`src/rtl/divrem_pkg.sv`:
```
// Shared constants for the iterative DIV/DIVU/REM/REMU unit: funct3 codes,
// sequencer state encoding and the default datapath width.
package divrem_pkg;

  localparam int unsigned WIDTH_DEF = 32;

  localparam logic [2:0] FN_DIV  = 3'b100;
  localparam logic [2:0] FN_DIVU = 3'b101;
  localparam logic [2:0] FN_REM  = 3'b110;
  localparam logic [2:0] FN_REMU = 3'b111;

  typedef enum logic [1:0] {
    S_IDLE = 2'b00,
    S_CALC = 2'b01,
    S_DONE = 2'b10
  } state_e;

endpackage

```
`src/rtl/divrem_seq_if.sv`:
```
// EX-stage request/response bundle between the pipeline and the divide sequencer.
interface divrem_seq_if #(
  parameter int unsigned WIDTH = 32
);
  logic             iStart;
  logic [2:0]       iFunct3;
  logic [WIDTH-1:0] iA;
  logic [WIDTH-1:0] iB;
  logic             iFlush;
  logic             oStall;
  logic             oBusy;
  logic             oReady;
  logic [WIDTH-1:0] oResult;

  modport master (
    output iStart, iFunct3, iA, iB, iFlush,
    input  oStall, oBusy, oReady, oResult
  );

  modport slave (
    input  iStart, iFunct3, iA, iB, iFlush,
    output oStall, oBusy, oReady, oResult
  );
endinterface

```
`src/rtl/divrem_core.sv`:
```
// Restoring shift-subtract datapath on unsigned magnitudes: one quotient bit per step.
// The dividend shifts out of the quotient register as quotient bits shift in.
module divrem_core #(
  parameter int unsigned WIDTH = 32
) (
  input  logic             clk_i,
  input  logic             rst_i,
  input  logic             load_i,
  input  logic             step_i,
  input  logic [WIDTH-1:0] dividend_i,
  input  logic [WIDTH-1:0] divisor_i,
  output logic [WIDTH-1:0] quot_o,
  output logic [WIDTH-1:0] rem_o
);

  logic [WIDTH-1:0] quot_q, quot_d;
  logic [WIDTH-1:0] rem_q, rem_d;
  logic [WIDTH-1:0] div_q, div_d;
  logic [WIDTH:0]   trial;
  logic [WIDTH:0]   diff;

  always_comb begin
    quot_d = quot_q;
    rem_d  = rem_q;
    div_d  = div_q;
    // Extra top bit keeps the borrow of the trial subtraction.
    trial  = {rem_q, quot_q[WIDTH-1]};
    diff   = trial - {1'b0, div_q};
    if (load_i) begin
      quot_d = dividend_i;
      rem_d  = '0;
      div_d  = divisor_i;
    end else if (step_i) begin
      if (!diff[WIDTH]) begin
        rem_d  = diff[WIDTH-1:0];
        quot_d = {quot_q[WIDTH-2:0], 1'b1};
      end else begin
        rem_d  = trial[WIDTH-1:0];
        quot_d = {quot_q[WIDTH-2:0], 1'b0};
      end
    end
  end

  always_ff @(posedge clk_i or posedge rst_i) begin
    if (rst_i) begin
      quot_q <= '0;
      rem_q  <= '0;
      div_q  <= '0;
    end else begin
      quot_q <= quot_d;
      rem_q  <= rem_d;
      div_q  <= div_d;
    end
  end

  assign quot_o = quot_q;
  assign rem_o  = rem_q;

endmodule

```
`src/rtl/divrem_seq.sv`:
```
// Divide/remainder sequencer: FSM, iteration counter, fast paths, sign fix-up and the
// pipeline stall handshake around divrem_core.
module divrem_seq
  import divrem_pkg::*;
#(
  parameter int unsigned WIDTH = WIDTH_DEF
) (
  input logic         iCLK,
  input logic         iRST,
  divrem_seq_if.slave bus
);

  localparam int unsigned CntW = (WIDTH > 1) ? $clog2(WIDTH) : 1;
  localparam logic [WIDTH-1:0] MinNeg = {1'b1, {(WIDTH-1){1'b0}}};

  state_e           state_q, state_d;
  logic [CntW-1:0]  cnt_q, cnt_d;
  logic             sign_a_q, sign_a_d;
  logic             sign_b_q, sign_b_d;
  logic             signed_q, signed_d;
  logic             sel_rem_q, sel_rem_d;
  logic             fast_q, fast_d;
  logic [WIDTH-1:0] fast_res_q, fast_res_d;
  logic [WIDTH-1:0] res_q, res_d;

  logic             core_load, core_step;
  logic [WIDTH-1:0] quot_mag, rem_mag, quot_fix, rem_fix;
  logic             in_signed, in_sign_a, in_sign_b, in_go;
  logic [WIDTH-1:0] abs_a, abs_b;
  logic             stall, busy, ready;
  logic [WIDTH-1:0] result;
  logic             unused_funct3;

  assign unused_funct3 = bus.iFunct3[2];

  assign in_go     = bus.iStart & ~bus.iFlush;
  assign in_signed = ~bus.iFunct3[0];
  assign in_sign_a = in_signed & bus.iA[WIDTH-1];
  assign in_sign_b = in_signed & bus.iB[WIDTH-1];
  assign abs_a     = in_sign_a ? -bus.iA : bus.iA;
  assign abs_b     = in_sign_b ? -bus.iB : bus.iB;

  assign quot_fix = (signed_q & (sign_a_q ^ sign_b_q)) ? -quot_mag : quot_mag;
  assign rem_fix  = (signed_q & sign_a_q) ? -rem_mag : rem_mag;

  always_comb begin
    state_d    = state_q;
    cnt_d      = cnt_q;
    sign_a_d   = sign_a_q;
    sign_b_d   = sign_b_q;
    signed_d   = signed_q;
    sel_rem_d  = sel_rem_q;
    fast_d     = fast_q;
    fast_res_d = fast_res_q;
    res_d      = res_q;
    core_load  = 1'b0;
    core_step  = 1'b0;
    stall      = 1'b0;
    busy       = 1'b0;
    ready      = 1'b0;
    result     = res_q;

    unique case (state_q)
      S_IDLE: begin
        stall = in_go;
        if (in_go) begin
          core_load = 1'b1;
          cnt_d     = '0;
          sign_a_d  = in_sign_a;
          sign_b_d  = in_sign_b;
          signed_d  = in_signed;
          sel_rem_d = bus.iFunct3[1];
          fast_d    = 1'b1;
          if (bus.iB == '0) begin
            fast_res_d = bus.iFunct3[1] ? bus.iA : '1;
            state_d    = S_DONE;
          end else if (in_signed && bus.iA == MinNeg && (&bus.iB)) begin
            fast_res_d = bus.iFunct3[1] ? '0 : MinNeg;
            state_d    = S_DONE;
          end else begin
            fast_d  = 1'b0;
            state_d = S_CALC;
          end
        end
      end
      S_CALC: begin
        // Stall drops combinationally so a flushed pipeline is not held an extra cycle.
        stall = ~bus.iFlush;
        busy  = 1'b1;
        if (bus.iFlush) begin
          state_d = S_IDLE;
        end else begin
          core_step = 1'b1;
          cnt_d     = cnt_q + 1'b1;
          if (cnt_q == CntW'(WIDTH - 1)) begin
            state_d = S_DONE;
          end
        end
      end
      S_DONE: begin
        ready   = 1'b1;
        result  = fast_q ? fast_res_q : (sel_rem_q ? rem_fix : quot_fix);
        res_d   = result;
        state_d = S_IDLE;
      end
      default: state_d = S_IDLE;
    endcase
  end

  always_ff @(posedge iCLK or posedge iRST) begin
    if (iRST) begin
      state_q    <= S_IDLE;
      cnt_q      <= '0;
      sign_a_q   <= 1'b0;
      sign_b_q   <= 1'b0;
      signed_q   <= 1'b0;
      sel_rem_q  <= 1'b0;
      fast_q     <= 1'b0;
      fast_res_q <= '0;
      res_q      <= '0;
    end else begin
      state_q    <= state_d;
      cnt_q      <= cnt_d;
      sign_a_q   <= sign_a_d;
      sign_b_q   <= sign_b_d;
      signed_q   <= signed_d;
      sel_rem_q  <= sel_rem_d;
      fast_q     <= fast_d;
      fast_res_q <= fast_res_d;
      res_q      <= res_d;
    end
  end

  divrem_core #(
    .WIDTH(WIDTH)
  ) u_core (
    .clk_i      (iCLK),
    .rst_i      (iRST),
    .load_i     (core_load),
    .step_i     (core_step),
    .dividend_i (abs_a),
    .divisor_i  (abs_b),
    .quot_o     (quot_mag),
    .rem_o      (rem_mag)
  );

  assign bus.oStall  = stall;
  assign bus.oBusy   = busy;
  assign bus.oReady  = ready;
  assign bus.oResult = result;

endmodule

```
`src/flat_wrapper.sv`:
```
// flat-port wrapper written by rule: the top's interface ports become plain ports
module divrem_seq_flat import divrem_pkg::*;
#(
  parameter int unsigned WIDTH = WIDTH_DEF
)
  (iCLK, iRST, bus_iStart, bus_iFunct3, bus_iA, bus_iB, bus_iFlush, bus_oStall, bus_oBusy, bus_oReady, bus_oResult);
  divrem_seq_if #(.WIDTH(WIDTH)) bus_i ();
  input logic iCLK;
  input logic iRST;
  input wire logic [$bits(bus_i.iStart)-1:0] bus_iStart;
  input wire logic [$bits(bus_i.iFunct3)-1:0] bus_iFunct3;
  input wire logic [$bits(bus_i.iA)-1:0] bus_iA;
  input wire logic [$bits(bus_i.iB)-1:0] bus_iB;
  input wire logic [$bits(bus_i.iFlush)-1:0] bus_iFlush;
  output wire logic [$bits(bus_i.oStall)-1:0] bus_oStall;
  output wire logic [$bits(bus_i.oBusy)-1:0] bus_oBusy;
  output wire logic [$bits(bus_i.oReady)-1:0] bus_oReady;
  output wire logic [$bits(bus_i.oResult)-1:0] bus_oResult;
  assign bus_i.iStart = bus_iStart;
  assign bus_i.iFunct3 = bus_iFunct3;
  assign bus_i.iA = bus_iA;
  assign bus_i.iB = bus_iB;
  assign bus_i.iFlush = bus_iFlush;
  assign bus_oStall = bus_i.oStall;
  assign bus_oBusy = bus_i.oBusy;
  assign bus_oReady = bus_i.oReady;
  assign bus_oResult = bus_i.oResult;
  divrem_seq #(.WIDTH(WIDTH)) u_core (.iCLK(iCLK), .iRST(iRST), .bus(bus_i));
endmodule
```
`config.mk`:
```
export PLATFORM = sky130hd
export DESIGN_NAME = divrem_seq_flat
export DESIGN_NICKNAME = d
export VERILOG_FILES = /design/src/rtl/divrem_pkg.sv /design/src/rtl/divrem_seq_if.sv /design/src/rtl/divrem_core.sv /design/src/rtl/divrem_seq.sv /design/src/flat_wrapper.sv
export SDC_FILE = /design/constraint.sdc
export NUM_CORES = 1
export LEC_CHECK = 0
export CAP_MARGIN = 20
export CORE_ASPECT_RATIO = 1.75
export CORE_MARGIN = 4
export CORE_UTILIZATION = 40
export CTS_BUF_LIST = sky130_fd_sc_hd__clkbuf_4
export DETAILED_ROUTE_END_ITERATION = 10
export GPL_ROUTABILITY_DRIVEN = 0
export PLACE_DENSITY_LB_ADDON = 0.25
export SETUP_SLACK_MARGIN = 0.02
export SKIP_LAST_GASP = 1
export SLEW_MARGIN = 20
export SYNTH_ARGS = -nofsm -noshare
export SYNTH_HDL_FRONTEND = slang
export SYNTH_SLANG_ARGS = --single-unit
export TNS_END_PERCENT = 50
```
`constraint.sdc`:
```
create_clock -name iCLK -period 7.6 [get_ports iCLK]
set_clock_uncertainty 0.15 [all_clocks]
set_input_delay 1.52 -clock iCLK [delete_from_list [all_inputs] [get_ports iCLK]]
set_output_delay 1.52 -clock iCLK [all_outputs]
set_load 0.005 [all_outputs]
```
# After elaboration in Yosys (flattened, before gate mapping)
# Index checks and enable logic that the tools add are counted.
# classes
n_addsub	6
mul	0
div_mod_pow	0
magnitude_cmp	0
eq_ne	7
shift	0
mux	35
n_bitwise	8
reduce_logical	12
# op_table
cell	n
$mux 32	16
$neg 32->32	4
$sub 33x32->33	1
$eq 32x32->1 const B	1
$logic_not 32->1	1
$reduce_and 32->1	1
$mux 2	5
$mux 5	2
$pmux 5 s2	1
$mux 1	9
$reduce_and 3->1	2
$reduce_bool 2->1	3
$add 5x1->5 const B	1
$and 1x1->1	5
$eq 5x5->1 const B	1
$pmux 2 s2	1
$reduce_and 2->1	2
$ne 3x2->1 const B	1
$eq 2x1->1 const B	1
$eq 2x2->1 const B	1
$logic_and 1x1->1	2
$logic_not 2->1	1
$ne 2x1->1 const B	1
$ne 2x2->1 const B	1
other kinds (3)	4
# totals
regBits	172
latchBits	0
ram_bits	0
romBits	0
output_inout_bits	35
elab_cells	80
mem_count	0

# Depth between registers and ports, before layout
# depth
word_depth	7
mapped_depth	14
depth_no_buf	12

# By module
# A second synthesis with hierarchy kept.
# hier_totals
cells_unflattened	1487
area_unflattened_um2	12484.5
# modules_own_cells
mod	n_inst	cells_each	area_per_inst_um2	seq_area_each_um2
divrem_seq	1	809	6561.3	1901.8
divrem_core	1	678	5923.2	2402.3

# Worst setup path before layout
# Ideal clock, no wire load.
# synth_timing
kind	reg-to-output
from	register u_core.u_core.quot_q[14] (netlist: u_core.u_core.quot_o[14])
to	output port bus_oResult[25]
arrival_time_ns	2.646
slack_ns	3.284
stages_incl_launch_ff	10
n_path_buf	0
cell_sequence	dfrtp_1 or4_4 or3_4 or4_4 nor3_4 a21oi_1 xor2_1 nor2_1 a211o_1 nand3_1
# synth_via
elab_chain_len	5
# synth_rtl
element	line_no	source
start: declaration	divrem_core.sv:16	logic [WIDTH-1:0] quot_q, quot_d;
start signal: assignment	divrem_core.sv:50	quot_q <= quot_d;
$neg 32->32	divrem_seq.sv:43	assign quot_fix = (signed_q & (sign_a_q ^ sign_b_q)) ? -quot_mag : quot_mag;
$mux 32	divrem_seq.sv:43	
$mux 32 (2 in a row)	divrem_seq.sv:102	result = fast_q ? fast_res_q : (sel_rem_q ? rem_fix : quot_fix);
$mux 32	divrem_seq.sv:63	unique case (state_q)
end: declaration	flat_wrapper.sv:18	output wire logic [$bits(bus_i.oResult)-1:0] bus_oResult;
# Every way passes these cells.

# Worst setup path after layout
# layout_timing
from	register u_core.u_core.rem_q[8] (netlist: u_core.u_core.rem_o[8])
to	output port bus_oResult[19]
# layout_via
elab_chain_len	5
# layout_rtl
element	line_no	source
start: declaration	divrem_core.sv:17	logic [WIDTH-1:0] rem_q, rem_d;
start signal: assignment	divrem_core.sv:51	rem_q <= rem_d;
$neg 32->32	divrem_seq.sv:44	assign rem_fix = (signed_q & sign_a_q) ? -rem_mag : rem_mag;
$mux 32	divrem_seq.sv:44	
$mux 32 (2 in a row)	divrem_seq.sv:102	
$mux 32	divrem_seq.sv:63	
# Every way passes these cells.

==> PnR_summary.wiki <==
{| class="wikitable"
! Metric !! Value
|-
| Setup TNS Final || 0 ps
|-
| Iter 0 DRT Violations || 726
|-
| Max cap viols || 0
|-
| Dpl hpwl || 24600 um
|-
| Syn Inst Count || 1431
|-
| Most used DFF post-synth || sky130_fd_sc_hd__dfrtp_1
|-
| Count of pins on the block boundary || 106
|-
| Dpl cells || 1852
|-
| Worst Max-Slew Pin Slew || 1170 ps
|-
| Crit path max-delay cell type || sky130_fd_sc_hd__or4_1
|-
| Number of enable-type register cells in the synthesized netlist || 0
|-
| Clock Sinks || 172
|-
| Cell Pwr Density || 266 nW/um2
|-
| Clock transition at path regs || 140 ps
|-
| Slowest cell delay on critical path || 550 ps
|-
| Leading cell types in the layout, fill and taps excluded || sky130_fd_sc_hd__dfrtp_1 (170), sky130_fd_sc_hd__nand2_1 (161), sky130_fd_sc_hd__o21ai_0 (148), sky130_fd_sc_hd__nor2_1 (113), sky130_fd_sc_hd__a21oi_1 (107)
|-
| Count of cells resized by post-cts repair || 0
|-
| Clock latency reported for the late side of the worst-skew pair || 650 ps
|-
| Worst min-delay path class || register to register
|-
| Count of antenna-violating nets left after detailed routing || 0
|-
| FF+latch count, synth || 172
|-
| Fin util || 46.3%
|-
| Maximum achievable frequency || 170 MHz
|-
| Relative slew slack || 22.3%
|-
| Critical Path AT || 4200 ps
|-
| Final setup slack of the worst path || 1730 ps
|-
| Worst path cell trace || or4_1, nor3_1, nand2_1, nor3_1, a21oi_1, xnor2_1, a211oi_1, a21oi_1, o21ai_0, clkdlybuf4s50_1
|-
| Count of yosys warnings during synthesis || 0
|-
| Rows || 83
|-
| DRC Markers || 0
|-
| Most common cell after layout, fill and taps aside || sky130_fd_sc_hd__dfrtp_1
|-
| Part of the cycle the worst path needs || 77.2%
|-
| GR Util All Layers || 19.9%
|-
| Total nets after synthesis || 1542
|-
| Maximum ir drop on the vdd rail || 0.000119 V
|-
| Number of global-route vias before repair || 10400
|-
| Synthesized area per cell || 8.29 um2
|-
| Slew Limit Fails || 0
|-
| Vias post-DR || 10500
|-
| Async SR Flop Fraction || 100%
|-
| CTS tree || done
|-
| Number of buffers created by CTS || 17
|-
| Required time of the worst setup path || 5930 ps
|-
| Distinct cells, synth || 64
|-
| CP Capture Type || output pin
|-
| Crit start category || register
|-
| Congestion Overflow GR || 0
|-
| 1st-pass router iterations || 5
|-
| Overall die height || 236 um
|-
| Share of cells above drive strength 1 || 4.73%
|-
| Pin count of the biggest net entering global routing || 74
|-
| Per-cell via count in the routed design || 5.57
|-
| H-tree depth reported by CTS || 4
|-
| Number of buffer cells added on primary ports || 104
|-
| Netlist area before placement || 11900 um2
|-
| Area of the die || 32600 um2
|-
| Final hold violations || 0
|-
| Hold_buf cts || 0
|-
| Static Leak || 5.76 nW
|-
| Master cell of the clock root buffer || sky130_fd_sc_hd__clkbuf_4
|-
| Number of instances on the worst hold path || 2
|-
| Final number of setup-violating endpoints || 0
|-
| Initial antenna violation count || 1
|-
| Die extent in x || 138 um
|-
| Average detailed-routed wire length per instance || 17.3 um
|-
| Minimum clock period after layout || 5870 ps
|-
| Top post-synthesis cells by area || sky130_fd_sc_hd__dfrtp_1 (36%), sky130_fd_sc_hd__xnor2_1 (6.7%), sky130_fd_sc_hd__o21ai_0 (6.2%)
|-
| R2R depth || 13
|-
| Global-route wire length before repair || 53400 um
|-
| Cell type contributing the most total cell area after synthesis || sky130_fd_sc_hd__dfrtp_1
|-
| Layout Nets || 1600
|-
| Total Wirelength || 32500 um
|-
| Setup repair after global routing missed its margin || no
|-
| Post-route insts no fill || 1885
|-
| Layout-stage area growth over the synthesis result || 14.1%
|-
| Initial Util || 40.5%
|-
| Floorplan Core Area || 29300 um2
|-
| Sequential fraction of the synthesis area || 36.3%
|-
| Number of filler cells placed in the layout || 2929
|-
| Top fanout value on the critical path || 6
|-
| Status || complete, no violations
|-
| Post-Place Setup Slack || 2380 ps
|-
| Number of setup buffers added after CTS || 0
|-
| Top-area cell type share of the netlist area || 36.3%
|-
| Kind of critical path || register to output pin
|-
| Maximum buffer depth of the clock tree || 2
|}
[Yosys cell counts (4+ instances only)]
library cell and number:
sky130_fd_sc_hd__dfrtp_1 172, sky130_fd_sc_hd__nor3_1 36, sky130_fd_sc_hd__o21ai_0 148, sky130_fd_sc_hd__a22oi_1 29, sky130_fd_sc_hd__nor2_1 115, sky130_fd_sc_hd__a21o_1 6, sky130_fd_sc_hd__ha_1 39, sky130_fd_sc_hd__xor2_1 52
sky130_fd_sc_hd__inv_1 62, sky130_fd_sc_hd__clkbuf_1 64, sky130_fd_sc_hd__nor4_1 17, sky130_fd_sc_hd__o41ai_1 7, sky130_fd_sc_hd__nand2b_1 42, sky130_fd_sc_hd__nand3_1 17, sky130_fd_sc_hd__buf_2 8, sky130_fd_sc_hd__o22ai_1 6
sky130_fd_sc_hd__a32oi_1 4, sky130_fd_sc_hd__nand2_1 161, sky130_fd_sc_hd__a211oi_1 22, sky130_fd_sc_hd__o211ai_1 8, sky130_fd_sc_hd__xnor2_1 91, sky130_fd_sc_hd__nand3b_1 4, sky130_fd_sc_hd__or4_1 7, sky130_fd_sc_hd__or3_1 15
sky130_fd_sc_hd__and3_1 7, sky130_fd_sc_hd__nor2b_1 8, sky130_fd_sc_hd__o21ai_1 10, sky130_fd_sc_hd__a31oi_1 14, sky130_fd_sc_hd__mux2i_1 32, sky130_fd_sc_hd__a21oi_1 107, sky130_fd_sc_hd__a22o_1 31, sky130_fd_sc_hd__o31ai_1 16
sky130_fd_sc_hd__a311oi_1 4, sky130_fd_sc_hd__and2_1 6, sky130_fd_sc_hd__buf_1 4, sky130_fd_sc_hd__nand4_1 11
[worst paths after layout]
kind | from | to | slack, ps
worst max-delay path | u_core.u_core.rem_o[8]$_DFFE_PP0N_ | bus_oResult[19] | 1730
worst min-delay path | u_core.u_core.div_q[11]$_DFFE_PP0P_ | u_core.u_core.div_q[11]$_DFFE_PP0P_ | 340
worst max register to register | u_core.u_core.quot_o[31]$_DFFE_PP0N_ | u_core.u_core.quot_o[0]$_DFFE_PP0N_ | 3260
worst min register to register | u_core.u_core.div_q[11]$_DFFE_PP0P_ | u_core.u_core.div_q[11]$_DFFE_PP0P_ | 340
max in group asynchronous | iRST | u_core.u_core.div_q[4]$_DFFE_PP0P_ | 4940
min in group asynchronous | iRST | u_core.fast_res_q[27]$_DFFE_PP0P_ | 1080
[flip-flops by register name, indices dropped and copies added, names as in the netlist]
register	count
u_core.cnt_q	5
u_core.sel_rem_q	1
u_core.res_q	32
u_core.signed_q	1
u_core.sign_b_q	1
u_core.sign_a_q	1
u_core.state_q	2
u_core.u_core.quot_o	32
u_core.u_core.rem_o	32
u_core.fast_q	1
u_core.u_core.div_q	32
u_core.fast_res_q	32
[cells by family after synthesis]
kind of cell	Yosys count	synth area share [%]
AND/OR/NAND/NOR	463	18.7
AO/OA/AOI/OAI	439	22.8
adder cells (fa/ha/maj)	40	4.28
XOR/XNOR	143	10.6
flip-flops	172	36.3
multiplexers	33	2.79
buffers and inverters	141	4.64
[power breakdown]
part           switching [W]  leakage (nW)  internal (W)
sequential          0.000223          2.26       0.00106
combinational       0.000956          3.32      0.000759
clock               0.000334         0.170      0.000270
[routing by layer]
metal | global-route usage [%] | vias up | share of wire [%]
li1 | - | 5212 | -
met3 | 3.33 | 60 | 3.2
met4 | 8.60 | 0 | 3.4
met2 | 36.6 | 235 | 53
met5 | 0 | - | 0
met1 | 22.6 | 4991 | 40
[final cells by class]
class / instances / area [um2] / share of cell area (%)
multi-input cells: 1118 / 7050 / 52.1
flip-flops and latches: 172 / 4310 / 31.8
repair buffers: 118 / 1150 / 8.46
well taps: 382 / 478 / 3.53
inverters: 62 / 238 / 1.76
clock inverters: 12 / 171 / 1.27
clock buffers: 20 / 150 / 1.11
diodes: 1 / 2.50 / 0.0185
[worst max-delay path: cells and delay by family (launching register included)]
kind	cells	cell delay, ps
AND/OR/NAND/NOR	4	1530
AO/OA/AOI/OAI	4	820
buffers and inverters	1	550
flip-flops	1	480
XOR/XNOR	1	180
[per-stage QoR]
step	instance area, um2	power (W)	hold slack (ps)
floorplan	11900	0.00258	300
global placement	13200	0.00297	302
detailed placement	13200	0.00301	320
CTS	13500	0.00362	350
global route	13500	0.00390	370
finish	13500	0.00360	340
Note: power is estimated with default switching activity, not from simulation.
